===== src/rtl/mdma_h2c_axis_sink_pkg.sv =====
// Shared mdma defines: H2C sink error-bit positions, lane width and checker state encoding.
package mdma_h2c_axis_sink_pkg;

    localparam int H2C_LANE_W = 16;

    typedef enum logic [1:0] {
        ERR_PAT = 2'd0,
        ERR_QID = 2'd1,
        ERR_DMA = 2'd2,
        ERR_MTY = 2'd3
    } h2c_err_bit_e;

    typedef enum logic {
        ST_IDLE = 1'b0,
        ST_MID  = 1'b1
    } h2c_state_e;

endpackage


===== src/rtl/mdma_h2c_bp_gen.sv =====
// Programmable backpressure: drops the ready mask for one cycle out of every bp_period.
module mdma_h2c_bp_gen (
    input  logic       clk,
    input  logic       rst,
    input  logic [3:0] bp_period,
    output logic       ready_mask
);

    logic [3:0] cnt;
    logic [3:0] period_q;
    logic       run;

    // period_q lags bp_period by a cycle so any change restarts the count from zero
    always_ff @(posedge clk) begin
        if (rst) begin
            cnt      <= '0;
            period_q <= '0;
            run      <= 1'b0;
        end else begin
            run      <= 1'b1;
            period_q <= bp_period;
            if (bp_period != period_q || period_q == 4'd0 || cnt == period_q - 4'd1)
                cnt <= '0;
            else
                cnt <= cnt + 4'd1;
        end
    end

    assign ready_mask = run && !(period_q != 4'd0 && cnt == period_q - 4'd1);

endmodule


===== src/rtl/mdma_h2c_axis_sink.sv =====
// H2C AXI-Stream sink: checks the incrementing lane pattern and QID per packet,
// keeps packet/byte statistics and latches the first error for readback.
//   state   | meaning
//   ST_IDLE | expecting beat 0 of a new packet
//   ST_MID  | inside a packet, beat_q holds the index of the next beat
module mdma_h2c_axis_sink
    import mdma_h2c_axis_sink_pkg::*;
#(
    parameter int DATA_W = 512,
    parameter int QID_W  = 11
) (
    input  logic              clk,
    input  logic              rst,
    input  logic [DATA_W-1:0] h2c_tdata,
    input  logic              h2c_tvalid,
    output logic              h2c_tready,
    input  logic              h2c_tlast,
    input  logic [5:0]        h2c_mty,
    input  logic [QID_W-1:0]  h2c_qid,
    input  logic              h2c_zero_byte,
    input  logic              h2c_err,
    input  logic [3:0]        bp_period,
    input  logic              stat_clr,
    output logic [31:0]       pkt_cnt,
    output logic [47:0]       byte_cnt,
    output logic [3:0]        err_vec,
    output logic [QID_W-1:0]  err_qid,
    output logic [15:0]       err_beat
);

    localparam int LANES = DATA_W / H2C_LANE_W;
    localparam int BYTES = DATA_W / 8;

    h2c_state_e       state;
    logic [QID_W-1:0] qid_q;
    logic [15:0]      beat_q;
    logic [15:0]      base_q;
    logic [31:0]      acc_q;

    logic             hs;
    logic [15:0]      cur_beat;
    logic [15:0]      cur_base;
    logic [31:0]      cur_acc;
    logic [31:0]      pkt_bytes;
    logic [6:0]       nbytes;
    logic             pat_err;
    logic [3:0]       err_now;

    mdma_h2c_bp_gen u_bp_gen (
        .clk        (clk),
        .rst        (rst),
        .bp_period  (bp_period),
        .ready_mask (h2c_tready)
    );

    assign hs        = h2c_tvalid && h2c_tready;
    assign cur_beat  = (state == ST_IDLE) ? 16'd0 : beat_q;
    assign cur_base  = (state == ST_IDLE) ? 16'd0 : base_q;
    assign cur_acc   = (state == ST_IDLE) ? 32'd0 : acc_q;
    assign nbytes    = 7'(BYTES) - {1'b0, h2c_mty};
    assign pkt_bytes = h2c_zero_byte ? 32'd0 : cur_acc + 32'(nbytes);

    // On the last beat a lane straddling the valid boundary checks only its low byte
    always_comb begin
        pat_err = 1'b0;
        for (int i = 0; i < LANES; i++) begin
            if (!h2c_tlast || (2 * i + 1) < int'(nbytes)) begin
                if (h2c_tdata[i*H2C_LANE_W +: H2C_LANE_W] != cur_base + 16'(i))
                    pat_err = 1'b1;
            end else if ((2 * i) < int'(nbytes)) begin
                if (h2c_tdata[i*H2C_LANE_W +: 8] != 8'(cur_base + 16'(i)))
                    pat_err = 1'b1;
            end
        end
        if (h2c_tlast && h2c_zero_byte)
            pat_err = 1'b0;
    end

    always_comb begin
        err_now          = '0;
        err_now[ERR_PAT] = pat_err;
        err_now[ERR_QID] = (state == ST_MID) && (h2c_qid != qid_q);
        err_now[ERR_DMA] = h2c_err;
        err_now[ERR_MTY] = h2c_zero_byte && h2c_tlast && (h2c_mty != 6'd0);
    end

    always_ff @(posedge clk) begin
        if (rst) begin
            state  <= ST_IDLE;
            qid_q  <= '0;
            beat_q <= '0;
            base_q <= '0;
            acc_q  <= '0;
        end else if (hs) begin
            base_q <= cur_base + 16'(LANES);
            acc_q  <= cur_acc + 32'(BYTES);
            beat_q <= (cur_beat == 16'hFFFF) ? cur_beat : cur_beat + 16'd1;
            if (state == ST_IDLE)
                qid_q <= h2c_qid;
            state <= h2c_tlast ? ST_IDLE : ST_MID;
        end
    end

    always_ff @(posedge clk) begin
        if (rst || stat_clr) begin
            pkt_cnt  <= '0;
            byte_cnt <= '0;
            err_vec  <= '0;
            err_qid  <= '0;
            err_beat <= '0;
        end else if (hs) begin
            if (h2c_tlast) begin
                pkt_cnt  <= pkt_cnt + 32'd1;
                byte_cnt <= byte_cnt + {16'd0, pkt_bytes};
            end
            err_vec <= err_vec | err_now;
            if (err_vec == 4'd0 && err_now != 4'd0) begin
                err_qid  <= h2c_qid;
                err_beat <= cur_beat;
            end
        end
    end

endmodule


===== config.mk =====
export PLATFORM = sky130hd
export DESIGN_NAME = mdma_h2c_axis_sink
export DESIGN_NICKNAME = d
export VERILOG_FILES = /design/src/rtl/mdma_h2c_axis_sink_pkg.sv /design/src/rtl/mdma_h2c_bp_gen.sv /design/src/rtl/mdma_h2c_axis_sink.sv
export SDC_FILE = /design/constraint.sdc
export NUM_CORES = 1
export LEC_CHECK = 0
export BUFFER_PORTS_ARGS = -buffer_cell sky130_fd_sc_hd__buf_4
export CAP_MARGIN = 20
export CORE_AREA = 2 2 255 257
export DETAILED_ROUTE_END_ITERATION = 6
export DIE_AREA = 0 0 257 259
export HOLD_SLACK_MARGIN = 0.06
export PLACE_DENSITY = 0.72
export SYNTH_ARGS = -nofsm -noshare
export SYNTH_HDL_FRONTEND = slang
export SYNTH_SLANG_ARGS = --single-unit

===== constraint.sdc =====
create_clock -name clk -period 8 [get_ports clk]
set_clock_uncertainty 0.1 [all_clocks]
set_input_delay 1.6 -clock clk [delete_from_list [all_inputs] [get_ports clk]]
set_output_delay 1.6 -clock clk [all_outputs]
set_load 0.005 [all_outputs]

Yosys cells after proc, flatten, opt, wreduce, memory -nomap -nowiden:

Cells that the tools add are included.

* input port bits: 540
* register bits after elaboration: 196
* word-level logic and storage cells: 376

* add/sub/neg operators: 40
* bitwise gates (word level): 2
* eq/ne operators: 68
* order comparisons: 64
* reductions and logical operators: 53
* mux-type cells: 136

Operators by type and width (count)
* $ne A16 B16 Y1: 32
* $add A16 B5 Y16 const B: 16
* $ne A8 B8 Y1: 32
* $lt A6 B7 Y1 const A: 32
* $mux W1: 131
* $add A16 B4 Y16 const B: 8
* $lt A5 B7 Y1 const A: 16
* $add A16 B3 Y16 const B: 4
* $mux W32: 2
* $lt A4 B7 Y1 const A: 8
* $add A48 B32 Y48: 1
* $mux W16: 3
* $logic_or A1 B1 Y1: 35
* $add A16 B1 Y16 const B: 2
* $add A16 B2 Y16 const B: 2
* $add A32 B1 Y32 const B: 1
* $add A32 B7 Y32: 1
* $add A32 B7 Y32 const B: 1
* $lt A3 B7 Y1 const A: 4
* $add A16 B6 Y16 const B: 1
* $eq A16 B16 Y1 const B: 1
* $lt A1 B7 Y1 const A: 2
* $lt A2 B7 Y1 const A: 2
* $ne A11 B11 Y1: 1
* other kinds (14): 25

Depth between registers and ports, before layout:

* word-level depth: 102
* mapped depth: 40

By module:

A second synthesis with hierarchy kept.

* cell total of the unflattened synthesis: 3573
* area, all modules: 25934.9 um^2

Modules (own cells, without submodules)
* mdma_h2c_axis_sink: area an instance 25473.2 um^2, instances 1, cells each 3528, sequential area each 3743.6 um^2
* mdma_h2c_bp_gen: area an instance 461.7 um^2, instances 1, cells each 45, sequential area each 180.2 um^2

Worst setup path before layout:

Ideal clock, no wire load.

* path type: input to register
* from: input h2c_mty[0]
* to: register byte_cnt[42]
* arrival time: 7230 ps
* data required time: 7779 ps
* cell stages on the path: 33
* slack: 549 ps
* buffers on the path: 3
* cells stage by stage: clkbuf_1 > inv_1 > ha_1 > buf_2 > xor2_1 > inv_1 > clkbuf_1 > ha_1 > a21oi_1 > o21bai_1 > a21o_1 > a21oi_1 > o21bai_1 > and3_1 > inv_1 > nor2_1 > inv_1 > nor3b_1 > xor2_1 > nor2_1 > ha_1 > nor2b_1 > o21ai_0 > nand2b_1 > a21oi_1 > nor2b_1 > o21ai_0 > nand2b_1 > a21oi_1 > nor3b_1 > a21oi_1 > or4b_2 > o21ai_0

* cells in the longest elaborated chain, start to end: 4

Ends and longest elaborated chain
* start, declared: line mdma_h2c_axis_sink.sv:18 `input logic [5:0] h2c_mty,`
* $sub A7 B6 Y7: line mdma_h2c_axis_sink.sv:60 `assign nbytes = 7'(BYTES) - {1'b0, h2c_mty};`
* $add A32 B7 Y32: line mdma_h2c_axis_sink.sv:61 `assign pkt_bytes = h2c_zero_byte ? 32'd0 : cur_acc + 32'(nbytes);`
* $mux W32: line mdma_h2c_axis_sink.sv:61
* $add A48 B32 Y48: line mdma_h2c_axis_sink.sv:114 `byte_cnt <= byte_cnt + {16'd0, pkt_bytes};`
* end signal, assigned: line mdma_h2c_axis_sink.sv:114
* end, declared: line mdma_h2c_axis_sink.sv:25 `output logic [47:0] byte_cnt,`

Every way passes these cells.
A chain may end at the register's enable or synchronous reset.

Worst setup path after layout:

Ends and elaborated chain as after synthesis.

==> reports/qor.csv <==
metric,value,unit
VDD IR-drop max,161,uV
area delta synth->final,25.7,%
XOR/XNOR share of the synthesized area,29.2,%
status,"finished, final reports clean",
"Clk Latency, worst-skew pair",0.47,ns
Least-Margin Pin Slew,1.16,ns
number of enable flip-flop cells after synthesis,0,
setup_tns,0,ns
Slowest Stage Delay on Critical Path,0.60,ns
dpl ws,0.481,ns
RSZ-0062 raised after global routing,false,
post-CTS resize count,0,
Die ar.,66600,um^2
Pleak,12.0,nW
total grt overflow,0,
Synth Warn #,0,
Mean Syn Cell Area,7.24,um^2
CTS max path bufs,2,
largest family of logic cells by synthesized area,XOR/XNOR gates,
critical path arrival,7.40,ns
Max-Cap Viols,0,
Die Span Y,259,um
layout cells sized above 1,21.2,%
WL per Instance,27.0,um
kind of start point of the critical path,input port,
Critical path buffers and inverters,6,
Final Hold Viols,0,
placed instance area,31200,um^2
first-pass GRT wire length,189000,um
pwr/cell area,84.0,nW/um^2
syn nets,4107,
die width,257,um
1st-iter DRT viols,3701,
Post-CTS Setup Bufs,0,
"Core Util, Final",49.9,%
"Max stage delay cell, worst path",or4b_2,
mux cell area share after synthesis,1.52,%
fin area,31900,um^2
largest net degree at the start of global routing,149,
main area contributors after synthesis,"xnor2_1 (21%), dfxtp_1 (15%), xor2_1 (7.6%)",
Starting Density,39.7,%
CORE AREA,63900,um^2
"Reg clk slew, reported paths",0.08,ns
number of global-route vias before repair,27562,
CP Max Fanout,11,
DRC errors left,0,
Core Rows,93,
number of port buffers,651,
clk sinks,196,
complex-gate fraction of the synthesized area,19.1,%
Simple-Gate Fraction of Synth Area,26.2,%
nets@finish,4663,
setup ws final,0.899,ns
post-synthesis adder-cell area fraction,3.32,%
DP Wirelength,107000,um
hold slack final,0.363,ns
Final Setup Violations,0,
drt first pass iters,6,
max_slew headroom,22.7,%
Yosys reg bits,196,
crit path time final,7.10,ns
CTS buffer count,17,
Synth cell types,100,
Final Cycle Share,88.8,%
via count,29781,
"FFs w/ async S/R, synth",0,%
register area share after synthesis,15.5,%
kind of critical path,in2reg,
final slew viol count,0,
post-synthesis cell area,25400,um^2
I/O pins,652,
TritonCTS clock tree,built,
Total GRT Usage,38.2,%
Vias/cell,6.04,
H-tree depth,4,
WL final,133000,um
Syn Inst Count,3501,
Worst path top cell family by delay,simple AND/OR/NAND/NOR gates,
Worst setup EP type,flip-flop,
Synth area leader,xnor2_1,
initial antenna violation count,16,
Root Buffer,clkbuf_16,
top-area cell type share of the netlist area,20.7,%
post-route antenna net violation count,0,
Hold Buf Count CTS,0,
Hold WC Path Type,reg2reg,
fmax,141,MHz
gpl congestion,1.09,
critical path data required time,8.30,ns
ys flop type,dfxtp_1,
-- logic make-up (layout without fill, tap and decap cells) --
family                   Yosys count  in the layout
AND/OR/NAND/NOR                 1341           1341
XOR/XNOR                         831            831
flip-flops                       196            196
multiplexers                      38             38
AO/OA/AOI/OAI                    734            734
adder cells (fa/ha/maj)           66             66
other                              0              8
buffers and inverters            295            864
-- synth_stat cells (10+ instances only) --
cell type and number:
xnor2_1 600, o31ai_1 30, and3_1 48, a32oi_1 15, a32o_1 18, inv_1 58, a21oi_1 194, buf_1 23
or2_2 11, nand3b_1 12, o32ai_1 14, o21a_1 13, or3_1 35, a21o_1 39, buf_2 64, o21ai_1 14
dfxtp_1 196, a22oi_1 19, o211ai_1 27, mux2i_1 35, nor3_1 86, o2111ai_1 10, buf_4 15, nor2b_1 33
nor4_1 45, clkbuf_1 121, o21ai_0 131, a211oi_1 26, o22ai_1 17, nand3_1 152, xor2_1 221, nand2b_1 37
and2_1 31, and4_1 18, nand2_1 349, nor2_1 328, or4_1 16, a31oi_1 52, nand4_1 85, ha_1 64
-- cell usage in the layout (no fill, tap or decap), drive strengths merged, types with 27 or more instances in the layout --
cell type | synthesis | layout
buf | 107 | 765
xnor2 | 602 | 602
nand2 | 352 | 352
nor2 | 332 | 332
xor2 | 221 | 221
dfxtp | 196 | 196
a21oi | 194 | 194
nand3 | 154 | 154
o21ai | 146 | 146
nor3 | 88 | 88
nand4 | 87 | 87
inv | 65 | 72
ha | 64 | 64
a31oi | 53 | 53
and3 | 48 | 48
nor4 | 48 | 48
a21o | 39 | 39
nand2b | 37 | 37
or3 | 35 | 35
mux2i | 35 | 35
nor2b | 33 | 33
and2 | 32 | 32
o31ai | 30 | 30
o211ai | 27 | 27
a211oi | 27 | 27
-- metal layers --
metal  vias up  GRT usage [%]  wire [um]
li1      13485              -          -
met1     14043           50.6      54100
met2      1913           57.5      56000
met3       330           11.1      16300
met4        10           16.5       6560
met5         -              0         58
-- worst paths after layout --
kind / depth (start not counted) / startpoint / slack, ns / to
max: 31 / h2c_mty[0] / 0.90 / byte_cnt[42]
min: 2 / err_beat[12] / 0.36 / err_beat[12]
max reg2reg: 17 / state / 1.26 / err_qid[7]
min reg2reg: 2 / err_beat[12] / 0.36 / err_beat[12]
-- where the power goes --
group	internal [mW]	switching, mW
clock	0.456	0.440
sequential	0.983	0.0117
combinational	0.373	0.411
-- tightest hold or removal path, stage by stage, from the launching register on --
cell and delay, ns:
dfxtp_1 0.32, nand2_1 0.05, a21oi_1 0.05
-- layout make-up --
class                   count  area [um^2]
repair buffers            765         5780
clock inverters            13          159
multi-input cells        3010        20200
inverters                  67          251
clock buffers              19          443
well taps                 855         1070
flip-flops and latches    196         3930
fillers                  6419        32000
diodes                      8         20.0
-- registers in the layout, indices dropped and copies added, names as in the netlist --
signal,flops
byte_cnt,48
acc_q,32
pkt_cnt,32
base_q,16
beat_q,16
err_beat,16
err_qid,11
qid_q,11
err_vec,4
u_bp_gen.cnt,4
u_bp_gen.period_q,4
state,1
u_bp_gen.run,1
-- stage by stage --
step / cells / power [mW]
after floorplan: 3501 / 1.39
after global placement: 4890 / 1.78
after detailed placement: 4892 / 1.78
after CTS: 4924 / 2.67
after global routing: 4931 / 2.78
final: 4933 / 2.67
Power figures use the tool's default switching activity.
